===== config.mk =====
export PLATFORM = sky130hd
export DESIGN_NAME = hazard_control_unit_flat
export DESIGN_NICKNAME = d
export VERILOG_FILES = /design/src/rtl/hazard_control_unit_pkg.sv /design/src/rtl/hazard_control_unit_if.sv /design/src/rtl/hazard_control_unit_sat_counter.sv /design/src/rtl/hazard_control_unit.sv /design/src/flat_wrapper.sv
export SDC_FILE = /design/constraint.sdc
export NUM_CORES = 1
export LEC_CHECK = 0
export BUFFER_PORTS_ARGS = -buffer_cell sky130_fd_sc_hd__buf_2
export CAP_MARGIN = 10
export CORE_AREA = 4 4 84 86
export CTS_BUF_LIST = sky130_fd_sc_hd__clkbuf_2
export DETAILED_ROUTE_END_ITERATION = 16
export DIE_AREA = 0 0 88 90
export MAX_ROUTING_LAYER = met4
export PLACE_DENSITY = 0.86
export SYNTH_ARGS = -nofsm -noshare
export SYNTH_HDL_FRONTEND = slang
export SYNTH_SLANG_ARGS = --single-unit

===== constraint.sdc =====
create_clock -name clk -period 1.8 [get_ports clk]
set_input_delay 0.18 -clock clk [delete_from_list [all_inputs] [get_ports clk]]
set_output_delay 0.18 -clock clk [all_outputs]
set_load 0.005 [all_outputs]

===== src/rtl/hazard_control_unit_pkg.sv =====
// Shared encodings and FSM states for the pipeline hazard controller.
// Latency: n/a (types, constants and a pure function only).
// Backpressure: n/a.
package hazard_control_unit_pkg;

  // RV32I major opcodes the hazard logic needs to recognise.
  localparam logic [6:0] OPC_LOAD  = 7'b0000011;
  localparam logic [6:0] OPC_STORE = 7'b0100011;

  typedef enum logic [1:0] {
    ST_RUN        = 2'd0,
    ST_DMEM_WAIT  = 2'd1,
    ST_FETCH_KILL = 2'd2
  } hcu_state_e;

  // A load in EX whose rd feeds the ID instruction cannot be forwarded in time.
  // Store data (rs2) is picked up later by the MEM-stage forward, so it is
  // exempt; the store base address (rs1) is needed in EX and is not.
  function automatic logic is_load_use(
    input logic [6:0] exe_opcode,
    input logic [4:0] exe_addr,
    input logic [6:0] id_opcode,
    input logic [4:0] id_addr1,
    input logic [4:0] id_addr2,
    input logic       id_rs1_used,
    input logic       id_rs2_used
  );
    logic rs1_hit;
    logic rs2_hit;
    rs1_hit = id_rs1_used && (id_addr1 == exe_addr);
    rs2_hit = id_rs2_used && (id_addr2 == exe_addr) && (id_opcode != OPC_STORE);
    return (exe_opcode == OPC_LOAD) && (exe_addr != 5'd0) && (rs1_hit || rs2_hit);
  endfunction

endpackage


===== src/rtl/hazard_control_unit_if.sv =====
// Bundle between the pipeline and the hazard controller: hazard sources in, control out.
// Latency: wires only.
// Backpressure: n/a; stall/flush outputs are themselves the pipeline backpressure.
// slave  : hazard controller side (sources in, controls and counters out)
// master : pipeline side (drives sources, consumes controls)
interface hazard_control_unit_if #(
  parameter int CNT_WIDTH = 16
);
  // hazard sources
  logic [4:0]           id_addr1;
  logic [4:0]           id_addr2;
  logic                 id_rs1_used;
  logic                 id_rs2_used;
  logic [6:0]           id_opcode;
  logic [4:0]           exe_addr;
  logic [6:0]           exe_opcode;
  logic                 branch_taken;
  logic                 imem_busy;
  logic                 dmem_busy;
  // pipeline register controls
  logic                 pc_stall;
  logic                 ifid_stall;
  logic                 ifid_flush;
  logic                 idex_stall;
  logic                 idex_bubble;
  logic                 exmem_stall;
  logic                 memwb_bubble;
  // status
  logic                 mem_timeout_err;
  logic [CNT_WIDTH-1:0] load_stall_cnt;
  logic [CNT_WIDTH-1:0] branch_flush_cnt;
  logic [CNT_WIDTH-1:0] mem_stall_cnt;

  modport slave (
    input  id_addr1, id_addr2, id_rs1_used, id_rs2_used, id_opcode,
           exe_addr, exe_opcode, branch_taken, imem_busy, dmem_busy,
    output pc_stall, ifid_stall, ifid_flush, idex_stall, idex_bubble,
           exmem_stall, memwb_bubble, mem_timeout_err,
           load_stall_cnt, branch_flush_cnt, mem_stall_cnt
  );

  modport master (
    output id_addr1, id_addr2, id_rs1_used, id_rs2_used, id_opcode,
           exe_addr, exe_opcode, branch_taken, imem_busy, dmem_busy,
    input  pc_stall, ifid_stall, ifid_flush, idex_stall, idex_bubble,
           exmem_stall, memwb_bubble, mem_timeout_err,
           load_stall_cnt, branch_flush_cnt, mem_stall_cnt
  );
endinterface


===== src/rtl/hazard_control_unit_sat_counter.sv =====
// Saturating event counter: +1 per cycle with inc high, sticks at all-ones.
// Latency: count visible the cycle after the increment.
// Backpressure: none; increments past saturation are dropped.
// Ports: clk, rst (async, active-high), inc, cnt[CNT_WIDTH-1:0]
module hazard_sat_counter #(
  parameter int CNT_WIDTH = 16
) (
  input  logic                 clk,
  input  logic                 rst,
  input  logic                 inc,
  output logic [CNT_WIDTH-1:0] cnt
);

  always_ff @(posedge clk or posedge rst) begin
    if (rst) begin
      cnt <= '0;
    end else if (inc && (cnt != '1)) begin
      cnt <= cnt + {{(CNT_WIDTH-1){1'b0}}, 1'b1};
    end
  end

endmodule


===== src/rtl/hazard_control_unit.sv =====
// Stall/flush controller for the 5-stage RV32 pipeline (load-use, branch kill, IMEM/DMEM wait).
// Latency: controls are Mealy, same cycle as the hazard inputs; counters/error flag one cycle later.
// Backpressure: DMEM busy freezes PC..EX/MEM and bubbles MEM/WB; IMEM busy holds PC and flushes IF/ID.
// Ports: clk, rst (async, active-high), hz (hazard_control_unit_if.slave: sources in,
//        stall/flush/bubble controls, timeout flag and three saturating counters out)
module hazard_control_unit
  import hazard_control_unit_pkg::*;
#(
  parameter int CNT_WIDTH   = 16,
  parameter int MEM_TIMEOUT = 64
) (
  input logic                  clk,
  input logic                  rst,
  hazard_control_unit_if.slave hz
);

  localparam int TW = (MEM_TIMEOUT > 2) ? $clog2(MEM_TIMEOUT) : 1;
  localparam logic [TW-1:0] TIMER_LAST = TW'(MEM_TIMEOUT - 1);
  // Timer value during the last busy cycle before the timeout: the first busy
  // cycle is spent in RUN, so DMEM_WAIT starts counting from the second one.
  localparam logic [TW-1:0] TIMER_ERR  = TW'(MEM_TIMEOUT - 2);

  hcu_state_e    state_q, state_d;
  logic [TW-1:0] timer_q, timer_d;
  logic          err_q, err_d;
  logic          load_use;
  logic          load_inc, branch_inc;

  logic pc_stall, ifid_stall, ifid_flush, idex_stall;
  logic idex_bubble, exmem_stall, memwb_bubble;

  assign load_use = is_load_use(hz.exe_opcode, hz.exe_addr, hz.id_opcode,
                                hz.id_addr1, hz.id_addr2,
                                hz.id_rs1_used, hz.id_rs2_used);

  always_ff @(posedge clk or posedge rst) begin
    if (rst) begin
      state_q <= ST_RUN;
      timer_q <= '0;
      err_q   <= 1'b0;
    end else begin
      state_q <= state_d;
      timer_q <= timer_d;
      err_q   <= err_d;
    end
  end

  always_comb begin
    state_d      = state_q;
    timer_d      = '0;
    err_d        = err_q;
    load_inc     = 1'b0;
    branch_inc   = 1'b0;
    pc_stall     = 1'b0;
    ifid_stall   = 1'b0;
    ifid_flush   = 1'b0;
    idex_stall   = 1'b0;
    idex_bubble  = 1'b0;
    exmem_stall  = 1'b0;
    memwb_bubble = 1'b0;

    if (rst) begin
      // Drain everything while in reset so no stale instruction retires.
      ifid_flush   = 1'b1;
      idex_bubble  = 1'b1;
      memwb_bubble = 1'b1;
    end else begin
      case (state_q)
        // DMEM_WAIT releases into exactly the RUN decision, so both share one arm.
        ST_RUN, ST_DMEM_WAIT: begin
          if (hz.dmem_busy) begin
            // Freeze: EX is held, so branch/load-use get re-evaluated after release.
            pc_stall     = 1'b1;
            ifid_stall   = 1'b1;
            idex_stall   = 1'b1;
            exmem_stall  = 1'b1;
            memwb_bubble = 1'b1;
            state_d      = ST_DMEM_WAIT;
            if (state_q == ST_DMEM_WAIT) begin
              timer_d = (timer_q == TIMER_LAST) ? timer_q : timer_q + 1'b1;
              if (timer_q == TIMER_ERR) begin
                err_d = 1'b1;
              end
            end
          end else begin
            state_d = ST_RUN;
            if (hz.branch_taken) begin
              // ID holds a wrong-path instruction; killing it also voids any load-use.
              ifid_flush  = 1'b1;
              idex_bubble = 1'b1;
              branch_inc  = 1'b1;
              if (hz.imem_busy) begin
                state_d = ST_FETCH_KILL;
              end
            end else if (load_use) begin
              pc_stall    = 1'b1;
              ifid_stall  = 1'b1;
              idex_bubble = 1'b1;
              load_inc    = 1'b1;
            end else if (hz.imem_busy) begin
              pc_stall   = 1'b1;
              ifid_flush = 1'b1;
            end
          end
        end

        ST_FETCH_KILL: begin
          // Fetch in flight belongs to the wrong path: discard it, including
          // the word that lands on the cycle imem_busy drops.
          pc_stall   = 1'b1;
          ifid_flush = 1'b1;
          if (hz.dmem_busy) begin
            ifid_stall   = 1'b1;
            idex_stall   = 1'b1;
            exmem_stall  = 1'b1;
            memwb_bubble = 1'b1;
          end
          if (!hz.imem_busy) begin
            state_d = hz.dmem_busy ? ST_DMEM_WAIT : ST_RUN;
          end
        end

        default: state_d = ST_RUN;
      endcase
    end
  end

  assign hz.pc_stall        = pc_stall;
  assign hz.ifid_stall      = ifid_stall;
  assign hz.ifid_flush      = ifid_flush;
  assign hz.idex_stall      = idex_stall;
  assign hz.idex_bubble     = idex_bubble;
  assign hz.exmem_stall     = exmem_stall;
  assign hz.memwb_bubble    = memwb_bubble;
  assign hz.mem_timeout_err = err_q;

  hazard_sat_counter #(.CNT_WIDTH(CNT_WIDTH)) u_load_cnt (
    .clk (clk),
    .rst (rst),
    .inc (load_inc),
    .cnt (hz.load_stall_cnt)
  );

  hazard_sat_counter #(.CNT_WIDTH(CNT_WIDTH)) u_branch_cnt (
    .clk (clk),
    .rst (rst),
    .inc (branch_inc),
    .cnt (hz.branch_flush_cnt)
  );

  hazard_sat_counter #(.CNT_WIDTH(CNT_WIDTH)) u_mem_cnt (
    .clk (clk),
    .rst (rst),
    .inc (hz.dmem_busy),
    .cnt (hz.mem_stall_cnt)
  );

endmodule


===== src/flat_wrapper.sv =====
// flat-port wrapper written by rule: the top's interface ports become plain ports
module hazard_control_unit_flat import hazard_control_unit_pkg::*;
#(
  parameter int CNT_WIDTH   = 16,
  parameter int MEM_TIMEOUT = 64
)
  (clk, rst, hz_id_addr1, hz_id_addr2, hz_id_rs1_used, hz_id_rs2_used, hz_id_opcode, hz_exe_addr, hz_exe_opcode, hz_branch_taken, hz_imem_busy, hz_dmem_busy, hz_pc_stall, hz_ifid_stall, hz_ifid_flush, hz_idex_stall, hz_idex_bubble, hz_exmem_stall, hz_memwb_bubble, hz_mem_timeout_err, hz_load_stall_cnt, hz_branch_flush_cnt, hz_mem_stall_cnt);
  hazard_control_unit_if #(.CNT_WIDTH(CNT_WIDTH)) hz_i ();
  input logic clk;
  input logic rst;
  input wire logic [$bits(hz_i.id_addr1)-1:0] hz_id_addr1;
  input wire logic [$bits(hz_i.id_addr2)-1:0] hz_id_addr2;
  input wire logic [$bits(hz_i.id_rs1_used)-1:0] hz_id_rs1_used;
  input wire logic [$bits(hz_i.id_rs2_used)-1:0] hz_id_rs2_used;
  input wire logic [$bits(hz_i.id_opcode)-1:0] hz_id_opcode;
  input wire logic [$bits(hz_i.exe_addr)-1:0] hz_exe_addr;
  input wire logic [$bits(hz_i.exe_opcode)-1:0] hz_exe_opcode;
  input wire logic [$bits(hz_i.branch_taken)-1:0] hz_branch_taken;
  input wire logic [$bits(hz_i.imem_busy)-1:0] hz_imem_busy;
  input wire logic [$bits(hz_i.dmem_busy)-1:0] hz_dmem_busy;
  output wire logic [$bits(hz_i.pc_stall)-1:0] hz_pc_stall;
  output wire logic [$bits(hz_i.ifid_stall)-1:0] hz_ifid_stall;
  output wire logic [$bits(hz_i.ifid_flush)-1:0] hz_ifid_flush;
  output wire logic [$bits(hz_i.idex_stall)-1:0] hz_idex_stall;
  output wire logic [$bits(hz_i.idex_bubble)-1:0] hz_idex_bubble;
  output wire logic [$bits(hz_i.exmem_stall)-1:0] hz_exmem_stall;
  output wire logic [$bits(hz_i.memwb_bubble)-1:0] hz_memwb_bubble;
  output wire logic [$bits(hz_i.mem_timeout_err)-1:0] hz_mem_timeout_err;
  output wire logic [$bits(hz_i.load_stall_cnt)-1:0] hz_load_stall_cnt;
  output wire logic [$bits(hz_i.branch_flush_cnt)-1:0] hz_branch_flush_cnt;
  output wire logic [$bits(hz_i.mem_stall_cnt)-1:0] hz_mem_stall_cnt;
  assign hz_i.id_addr1 = hz_id_addr1;
  assign hz_i.id_addr2 = hz_id_addr2;
  assign hz_i.id_rs1_used = hz_id_rs1_used;
  assign hz_i.id_rs2_used = hz_id_rs2_used;
  assign hz_i.id_opcode = hz_id_opcode;
  assign hz_i.exe_addr = hz_exe_addr;
  assign hz_i.exe_opcode = hz_exe_opcode;
  assign hz_i.branch_taken = hz_branch_taken;
  assign hz_i.imem_busy = hz_imem_busy;
  assign hz_i.dmem_busy = hz_dmem_busy;
  assign hz_pc_stall = hz_i.pc_stall;
  assign hz_ifid_stall = hz_i.ifid_stall;
  assign hz_ifid_flush = hz_i.ifid_flush;
  assign hz_idex_stall = hz_i.idex_stall;
  assign hz_idex_bubble = hz_i.idex_bubble;
  assign hz_exmem_stall = hz_i.exmem_stall;
  assign hz_memwb_bubble = hz_i.memwb_bubble;
  assign hz_mem_timeout_err = hz_i.mem_timeout_err;
  assign hz_load_stall_cnt = hz_i.load_stall_cnt;
  assign hz_branch_flush_cnt = hz_i.branch_flush_cnt;
  assign hz_mem_stall_cnt = hz_i.mem_stall_cnt;
  hazard_control_unit #(.CNT_WIDTH(CNT_WIDTH), .MEM_TIMEOUT(MEM_TIMEOUT)) u_core (.clk(clk), .rst(rst), .hz(hz_i));
endmodule

### Word-level counts from Yosys, hierarchy flattened

Cells that the tools add are included.

| word-level totals | value |
|---|---|
| flip-flop bits (word level) | 57 |
| bits of input ports | 36 |
| output and inout port bits | 56 |
| logic and storage cells | 81 |

| operators by class | value |
|---|---|
| add/subtract/negate cells | 4 |
| equality and inequality tests | 13 |
| muxes and demuxes | 42 |
| bitwise operators | 1 |
| reductions and logical operators | 15 |

Operators by type and width:

| cell | count |
|---|---|
| $add A16 B1 Y16 const B | 3 |
| $ne A16 B16 Y1 const B | 3 |
| $mux W6 | 5 |
| $mux W1 | 29 |
| $eq A6 B6 Y1 const B | 2 |
| $eq A5 B5 Y1 | 2 |
| $logic_and A1 B1 Y1 | 8 |
| $mux W2 | 4 |
| $eq A7 B2 Y1 const B | 1 |
| $ne A7 B6 Y1 const B | 1 |
| $add A6 B1 Y6 const B | 1 |
| $pmux W1 S2 | 3 |
| $ne A5 B5 Y1 const B | 1 |
| $reduce_and A5 Y1 | 1 |
| $reduce_bool A5 Y1 | 1 |
| $pmux W2 S2 | 1 |
| $reduce_or A3 Y1 | 1 |
| $eq A2 B1 Y1 const B | 1 |
| $eq A2 B2 Y1 const B | 1 |
| $logic_not A2 Y1 | 1 |
| $ne A2 B2 Y1 const B | 1 |
| $reduce_and A2 Y1 | 1 |
| $reduce_or A2 Y1 | 1 |
| $logic_or A1 B1 Y1 | 1 |
| $not A1 Y1 | 1 |

### Longest topological paths before layout

Gate-level depths: netlist (run 1).

| depth | value |
|---|---|
| depth in word-level cells | 11 |
| mapped depth | 7 |
| mapped depth without buffers | 6 |

### Modules after synthesis

Synthesis (run 1) repeated with hierarchy kept, for this count alone.

| second synthesis, totals | value |
|---|---|
| cells, all modules | 296 |
| area, all modules | 3123.0 sq um |

By module, submodules not included:

| module | instances | cells each | area an instance (sq um) | sequential area each (sq um) |
|---|---|---|---|---|
| hazard_sat_counter at u_core.u_branch_cnt ... | 2 | 71 | 805.8 | 400.4 |
| hazard_sat_counter at u_core.u_mem_cnt | 1 | 67 | 772.0 | 400.4 |
| hazard_control_unit | 1 | 87 | 739.5 | 225.2 |

### Worst setup path after synthesis (run 1)

No wires, ideal clock.

| timing | value |
|---|---|
| kind | input -> register |
| start point | input rst |
| end point | register u_core.u_branch_cnt.cnt[11] |
| library setup time | 0.123 ns |
| data arrival time | 2.640 ns |
| setup slack | -0.963 ns |
| stages on the path | 6 |
| cell sequence | inv_1 > nand3_1 > a41oi_4 > and4_1 > nand4_1 > xnor2_1 |

| on the way | value |
|---|---|
| word-level cells in the longest chain between the ends | 2 |

Ends and longest elaborated chain:

| element | RTL line | source |
|---|---|---|
| start, declared | flat_wrapper.sv:10 | `input logic rst;` |
| $mux W1 | hazard_control_unit.sv:62 | `if (rst) begin` |
| $logic_and A1 B1 Y1 | hazard_control_unit_sat_counter.sv:17 | `end else if (inc && (cnt != '1)) begin` |
| end signal, assigned | hazard_control_unit_sat_counter.sv:18 | `cnt <= cnt + {{(CNT_WIDTH-1){1'b0}}, 1'b1};` |
| end, declared | hazard_control_unit_sat_counter.sv:11 | `output logic [CNT_WIDTH-1:0] cnt` |

No other way between the ends.
A chain may end at the register's enable or synchronous reset.

### Worst setup path in the final report (run 1)

| timing | value |
|---|---|
| start point | register u_core.state_q[1] |
| end point | output hz_pc_stall |

| on the way | value |
|---|---|
| word-level cells in the longest chain between the ends | 4 |
| elaborated cells between the ends (all ways) | 6 |
| classes of those cells | 2 x eq/ne; 2 x mux; 2 x reduce/logical |

Ends and longest elaborated chain:

| element | RTL line | source |
|---|---|---|
| start, declared | hazard_control_unit.sv:23 | `hcu_state_e state_q, state_d;` |
| start signal, assigned | hazard_control_unit.sv:42 | `state_q <= state_d;` |
| $eq A2 B1 Y1 / $logic_not A2 Y1 (equally long branches) | hazard_control_unit.sv:68 | `case (state_q)` |
| $reduce_or A2 Y1 | hazard_control_unit.sv:68 |  |
| $pmux W1 S2 * | hazard_control_unit.sv:68 |  |
| $mux W1 * | hazard_control_unit.sv:62 |  |
| end, declared | flat_wrapper.sv:21 | `output wire logic [$bits(hz_i.pc_stall)-1:0] hz_pc_stall;` |

Every way passes the cells marked *; elsewhere a longest branch is shown, timed or not.

==> results.py, run 1 <==
metrics = {
    "status": {
        "status": "finished clean",
    },
    "synth": {
        "ys_ff_latch": 57,
        "syn_area_um2": 2970,
        "async_flop_share": 1.00,
        "ys.flop_type": "dfrtp_1",
        "netlist_top_cells_area": "dfrtp_1 (48%), xnor2_1 (8.6%), xor2_1 (7.7%)",
        "yosys_warnings": 0,
        "syn_area_per_cell_um2": 10.8,
        "synth_nets": 315,
        "synth_top_area_frac": 0.481,
        "postSynthCellCount": 274,
        "ys_seq_area_frac": 0.481,
        "synth-edff-count": 0,
        "yosys.cell_types.count": 51,
        "synth_top_cell_by_area": "dfrtp_1",
    },
    "layout": {
        "area_delta_synth_final_pct": 37.5,
        "final_core_util": 0.650,
        "fill_cells": 496,
        "nets": 459,
        "drive_gt1_frac": 0.442,
        "ff_latch_area_um2": 1430,
        "multiInputGateArea_um2": 1610,
        "n_antenna_cell": 0,
    },
    "clocking": {
        "tritoncts": "built",
        "cts_buffers": 9,
        "ctsHtreeMaxLevel": 3,
        "cts-root-buf": "clkbuf_2",
        "clockBufferDepth": 2,
        "path_clk_slew_ns": 0.19,
        "clk_latency_ns": 0.46,
        "cts_sinks": 57,
    },
    "power_and_ir_drop": {
        "p_leak_nw": 2.11,
        "irDropWorstVdd_uv": 638,
        "power_mw": 3.10,
        "cellPowerDensity_nw_per_um2": 760,
    },
    "global_route": {
        "antenna_found_initial": 0,
        "track_usage": 0.191,
        "grt_pass1_wl_mm": 11.9,
        "grt_pass1_vias": 2630,
        "grt_max_degree": 60,
        "grt_remaining_overflow": 0,
    },
    "detailed_routing": {
        "met1_length_mm": 2.96,
        "dr.max_layer_used": "met4",
        "dr.pass1.iters": 4,
        "wl_mm": 7.24,
        "dr_wl_met3_um": 408,
        "drc": 0,
        "drtAntennaViolNets": 0,
        "via_count": 2641,
        "wl_per_cell_um": 14.5,
        "vias_per_cell": 5.28,
        "wl_met2_mm": 3.78,
        "drt_iter0_markers": 110,
    },
    "floorplan": {
        "die_area_um2": 7920,
        "num_rows": 29,
        "initial_utilization": 0.473,
        "coreArea_um2": 6280,
        "chipWidth_um": 88,
        "die-height_um": 90,
        "ios": 92,
    },
    "timing": {
        "fmax_ghz": 0.565,
        "final-hold-violation-count": 0,
        "fin_crit_ns": 1.77,
        "grt_setup_unrepaired": "yes",
        "worstMarginPinSlew_ns": 0.731,
        "final.period_utilization": 0.984,
        "slew_headroom": 0.513,
        "fin_skew_ns": 0.0180,
        "setup_viol": 0,
        "report.final.slew_viol_count": 0,
    },
    "critical_path": {
        "endpoint_kind": "primary output",
        "worstPathArrival_ns": 1.59,
        "worstSetupPathType": "reg -> out",
        "critical_path_peak_fanout": 4,
        "startpoint_type": "register",
        "critPathRequiredTime_ns": 1.62,
        "regToRegSetupSlack_ns": 0.06,
    },
    "job": {
        "max_cap_violations": 0,
    },
    "placement": {
        "gp_congestion": 0.958,
        "dp_hpwl_mm": 5.36,
        "portBuffers": 91,
    },
    "worst_hold_path": {
        "hold_path.class": "in -> async",
    },
}
-- layer usage --
metal / track usage / up-vias
met5: - / -
met4: 0.0678 / 0
met3: 0.0439 / 12
met2: 0.306 / 78
met1: 0.236 / 1280
li1: - / 1271
-- power breakdown --
group | switching, mW | total [mW] | internal, mW
sequential | 0.0974 | 1.51 | 1.41
combinational | 0.392 | 0.798 | 0.406
clock | 0.477 | 0.794 | 0.317
total | 0.967 | 3.10 | 2.14
-- timing repair --
item                                   4_1_cts  5_1_grt
cloned                                       0        0
buffers inserted                             0        5
endpoints found under the hold margin        1        0
hold buffers                                 1        0
resized for setup                            4       24
pin swaps                                    1        7
setup endpoints to repair                    6       22
-- logic make-up (layout without fill, tap and decap cells) --
logic type | Yosys count | count (layout) | share of synthesized area
flip-flops | 57 | 57 | 0.481
buffers and inverters | 9 | 158 | 0.0131
AO/OA/AOI/OAI | 21 | 21 | 0.0645
XOR/XNOR | 55 | 55 | 0.162
AND/OR/NAND/NOR | 122 | 122 | 0.238
adder cells (fa/ha/maj) | 5 | 5 | 0.0211
multiplexers | 5 | 5 | 0.0198
-- worst paths after layout --
path	from	end	depth (start not counted)
worst min-delay path	rst	u_core.u_mem_cnt.cnt[5]	3
max in group asynchronous	rst	u_core.u_load_cnt.cnt[0]	3
worst max register to register	u_core.u_mem_cnt.cnt[5]	u_core.u_mem_cnt.cnt[1]	5
worst min register to register	u_core.hz.mem_timeout_err	u_core.hz.mem_timeout_err	1
worst max-delay path	u_core.state_q[1]	hz_pc_stall	6
min in group clk	hz_dmem_busy	u_core.u_mem_cnt.cnt[0]	3
-- cells in the mapped netlist (2+ instances only) --
cell	count
ha_1	5
a21oi_1	3
nand2_1	23
o21ai_0	3
a31oi_1	2
nor2_2	2
and3_1	12
dfrtp_1	57
and4_4	2
nor4_1	4
nor3_1	5
xnor2_1	29
nor4_2	2
nand3_1	23
inv_1	7
and2_1	2
mux2_1	2
and4_1	6
nand4_1	11
nand2b_1	3
xor2_1	26
nor2_1	15
nor3_2	2
-- worst max-delay path, stage by stage (launching register included) --
cell	delay [ns]
dfrtp_2	0.46
nor2_2	0.08
buf_6	0.13
a21oi_4	0.13
nand2_1	0.07
a31oi_1	0.13
buf_2	0.14
-- state kept, by name, summed over array words and instances, names as in the netlist --
name                       cells
u_core.hz.mem_timeout_err      1
u_core.state_q                 2
u_core.timer_q                 6
u_core.u_branch_cnt.cnt       16
u_core.u_load_cnt.cnt         16
u_core.u_mem_cnt.cnt          16
-- cell usage in the layout (no fill, tap or decap), types with 3 or more instances in the layout --
cell type | netlist | routed
and4_4 | 2 | 5
clkbuf_2 | 0 | 10
ha_1 | 5 | 5
inv_1 | 7 | 6
nand3_1 | 23 | 22
clkinvlp_4 | 0 | 3
nand2_1 | 23 | 21
xnor2_1 | 29 | 29
nand4_1 | 11 | 11
nor3_1 | 5 | 5
xor2_1 | 26 | 26
nand2b_1 | 3 | 3
nor2_1 | 15 | 14
nor2_2 | 2 | 3
buf_6 | 0 | 3
buf_2 | 1 | 90
buf_4 | 1 | 41
dfrtp_1 | 57 | 55
and3_1 | 12 | 10
nor4_2 | 2 | 4
-- layout make-up --
type | instances | area share
Clock buffer | 10 | 0.0123
Clock inverter | 6 | 0.0144
Inverter | 7 | 0.00736
Multi-Input combinational cell | 208 | 0.396
Sequential cell | 57 | 0.350
Tap cell | 77 | 0.0236
Timing Repair Buffer | 135 | 0.197
-- metrics by stage --
step | cells | hold slack [ns] | setup TNS [ns] | worst slack, ns | instance area, µm²
2_1_floorplan | 274 | 0.282 | -1.15 | -0.141 | 2980
3_3_place_gp | 478 | 0.452 | -0.352 | -0.0776 | 3810
3_5_place_dp | 478 | 0.463 | -0.930 | -0.124 | 3810
4_1_cts | 495 | 0.0116 | -0.0590 | -0.0338 | 3940
5_1_grt | 500 | 0.0659 | -0.159 | -0.0714 | 4080
6_report | 500 | 0.0610 | 0 | 0.0296 | 4080
Note: power is estimated with default switching activity, not from simulation.
==> run 2, diff against run 1 <==
Settings changed: ABC_AREA set to 1, CAP_MARGIN 10 to 20, CORE_AREA 4 4 84 86 to 4 4 88 90, DIE_AREA 0 0 88 90 to 0 0 92 94.
Clock period 1.8 ns to 1.5 ns, I/O delays scaled along.
==> results.py, run 2 <==
metrics = {
    "synth": {
        "syn_area_um2": 3360,
        "synth-edff-count": 0,
        "async_flop_share": 1.00,
        "ys_seq_area_frac": 0.425,
        "yosys.cell_types.count": 31,
        "synth_top_area_frac": 0.425,
        "synth_top_cell_by_area": "dfrtp_1",
        "synth_most_common_cell": "nand2_1",
        "syn_area_per_cell_um2": 7.57,
        "synth_top_cells_by_count": "nand2_1 (117), inv_1 (67), dfrtp_1 (57)",
        "netlist_top_cells_area": "dfrtp_1 (43%), nand2_1 (13%), inv_1 (7.5%)",
        "ys.flop_type": "dfrtp_1",
        "synth_nets": 484,
        "ys_ff_latch": 57,
        "postSynthCellCount": 443,
        "yosys_warnings": 0,
    },
    "floorplan": {
        "chipWidth_um": 92,
        "die_area_um2": 8650,
        "coreArea_um2": 7060,
        "initial_utilization": 0.475,
        "num_rows": 31,
        "ios": 92,
        "die-height_um": 94,
    },
    "layout": {
        "layout_common_cells": "nand2_1 (102), buf_2 (91), inv_1 (59)",
        "fill_cells": 511,
        "drive_gt1_frac": 0.460,
        "post-route-cell-area_um2": 5190,
        "mostFrequentLayoutCell": "nand2_1",
        "nets": 660,
        "n_antenna_cell": 0,
        "reg_top3": "u_core.u_branch_cnt.cnt x16, u_core.u_load_cnt.cnt x16, u_core.u_mem_cnt.cnt x16",
        "area_delta_synth_final_pct": 54.7,
        "finalNonFillerCells": 723,
    },
    "detailed_routing": {
        "dr.pass1.iters": 8,
        "via_count": 3773,
        "drtAntennaViolNets": 0,
        "wl_mm": 10.9,
        "wl_per_cell_um": 15.1,
        "drc": 0,
        "vias_per_cell": 5.22,
        "drt_iter0_markers": 186,
    },
    "global_route": {
        "track_usage": 0.227,
        "grt_pass1_wl_mm": 15.4,
        "grt_max_degree": 25,
        "grt_remaining_overflow": 0,
        "antenna_found_initial": 0,
        "grt_pass1_vias": 3534,
    },
    "job": {
        "max_cap_violations": 0,
    },
    "clocking": {
        "clk_latency_ns": 0.51,
        "cts-root-buf": "clkbuf_2",
        "path_clk_slew_ns": 0.20,
        "ctsHtreeMaxLevel": 3,
        "clockBufferDepth": 2,
        "cts_sinks": 57,
        "cts_buffers": 9,
        "tritoncts": "built",
    },
    "timing": {
        "fmax_ghz": 0.553,
        "final.period_utilization": 1.20,
        "fin_skew_ns": 0.0324,
        "worstMarginPinSlew_ns": 0.952,
        "fin_ws_ns": -0.307,
        "slew_headroom": 0.363,
        "grt_setup_unrepaired": "yes",
        "final-hold-violation-count": 0,
        "setup_viol": 45,
        "fin_crit_ns": 1.81,
        "fin_setup_tns_ns": -5.67,
        "report.final.slew_viol_count": 0,
    },
    "critical_path": {
        "startpoint_type": "register",
        "worstPathArrival_ns": 1.66,
        "endpoint_kind": "primary output",
        "worstSetupPathType": "reg -> out",
        "critPathRequiredTime_ns": 1.35,
        "critical_path_peak_fanout": 2,
    },
    "placement": {
        "portBuffers": 91,
        "post-place-ws_ns": -0.0744,
        "gp_congestion": 0.813,
        "dp_hpwl_mm": 6.52,
        "placed_cells": 671,
        "placed_cell_area_um2": 4250,
    },
    "power_and_ir_drop": {
        "irDropWorstVdd_uv": 835,
        "p_leak_nw": 2.70,
        "cellPowerDensity_nw_per_um2": 841,
        "power_mw": 4.36,
    },
    "status": {
        "violations": "setup timing",
        "status": "complete, but fails checks",
    },
    "worst_hold_path": {
        "hold_path.class": "in -> reg",
    },
}
-- run 2: layer usage --
metal,global-route usage,vias to the layer above,share of wire
li1,-,1749,-
met1,0.238,1796,0.38
met2,0.413,187,0.52
met3,0.0521,41,0.064
met4,0.0941,0,0.035
met5,-,-,0
-- run 2: power by group --
| group | internal (mW) | switching, mW |
|---|---|---|
| Combinational | 0.619 | 0.637 |
| Sequential | 1.68 | 0.155 |
| Clock | 0.565 | 0.703 |
-- run 2: area by class of cell --
class,instances,area [µm²],area share
clock buffer,9,45.0,0.00868
clock inverter,7,103,0.0198
inverter,78,308,0.0593
multi-input combinational,305,2030,0.390
sequential,57,1430,0.275
tap,99,124,0.0239
timing repair buffer,168,1160,0.223
-- run 2: worst paths after layout --
kind	from	to	slack [ns]	cells past startpoint
min in group asynchronous	rst	u_core.u_load_cnt.cnt[11]	0.42	5
worst min-delay path	rst	u_core.state_q[1]	0.12	4
worst min register to register	u_core.hz.mem_timeout_err	u_core.hz.mem_timeout_err	0.52	2
max in group asynchronous	rst	u_core.timer_q[3]	0.33	4
worst max-delay path	u_core.state_q[1]	hz_pc_stall	-0.31	6
worst max register to register	u_core.u_branch_cnt.cnt[1]	u_core.u_branch_cnt.cnt[13]	-0.26	10
-- run 2: kinds of logic after synthesis --
logic type / synth area share
AOI/OAI and AO/OA: 0.0466
xor gates and xnor gates: 0.0731
adders and majority gates: 0.0186
buffers and inverters: 0.0940
DFF: 0.425
and+or+nand+nor: 0.343
-- run 2: repair_timing --
action | CTS | global route
cloned | 0 | 1
setup buffers | 11 | 20
setup endpoints to repair | 29 | 53
gates resized for setup | 48 | 66
hold buffers | 5 | 0
pin swaps | 34 | 52
endpoints found under the hold margin | 59 | 0
-- run 2: worst max-delay path: stages (launching register included) --
cell,delay (ns)
dfrtp_1,0.45
nor2_2,0.13
buf_4,0.14
nand3_2,0.08
o211ai_1,0.13
inv_1,0.10
buf_2,0.13
-- run 2: per-stage QoR --
stage / hold WS, ns / utilization
global placement: 0.260 / 0.603
CTS: 0.0768 / 0.670
detailed placement: 0.264 / 0.603
finish: 0.118 / 0.735
floorplan: 0.113 / -
global route: 0.121 / 0.735
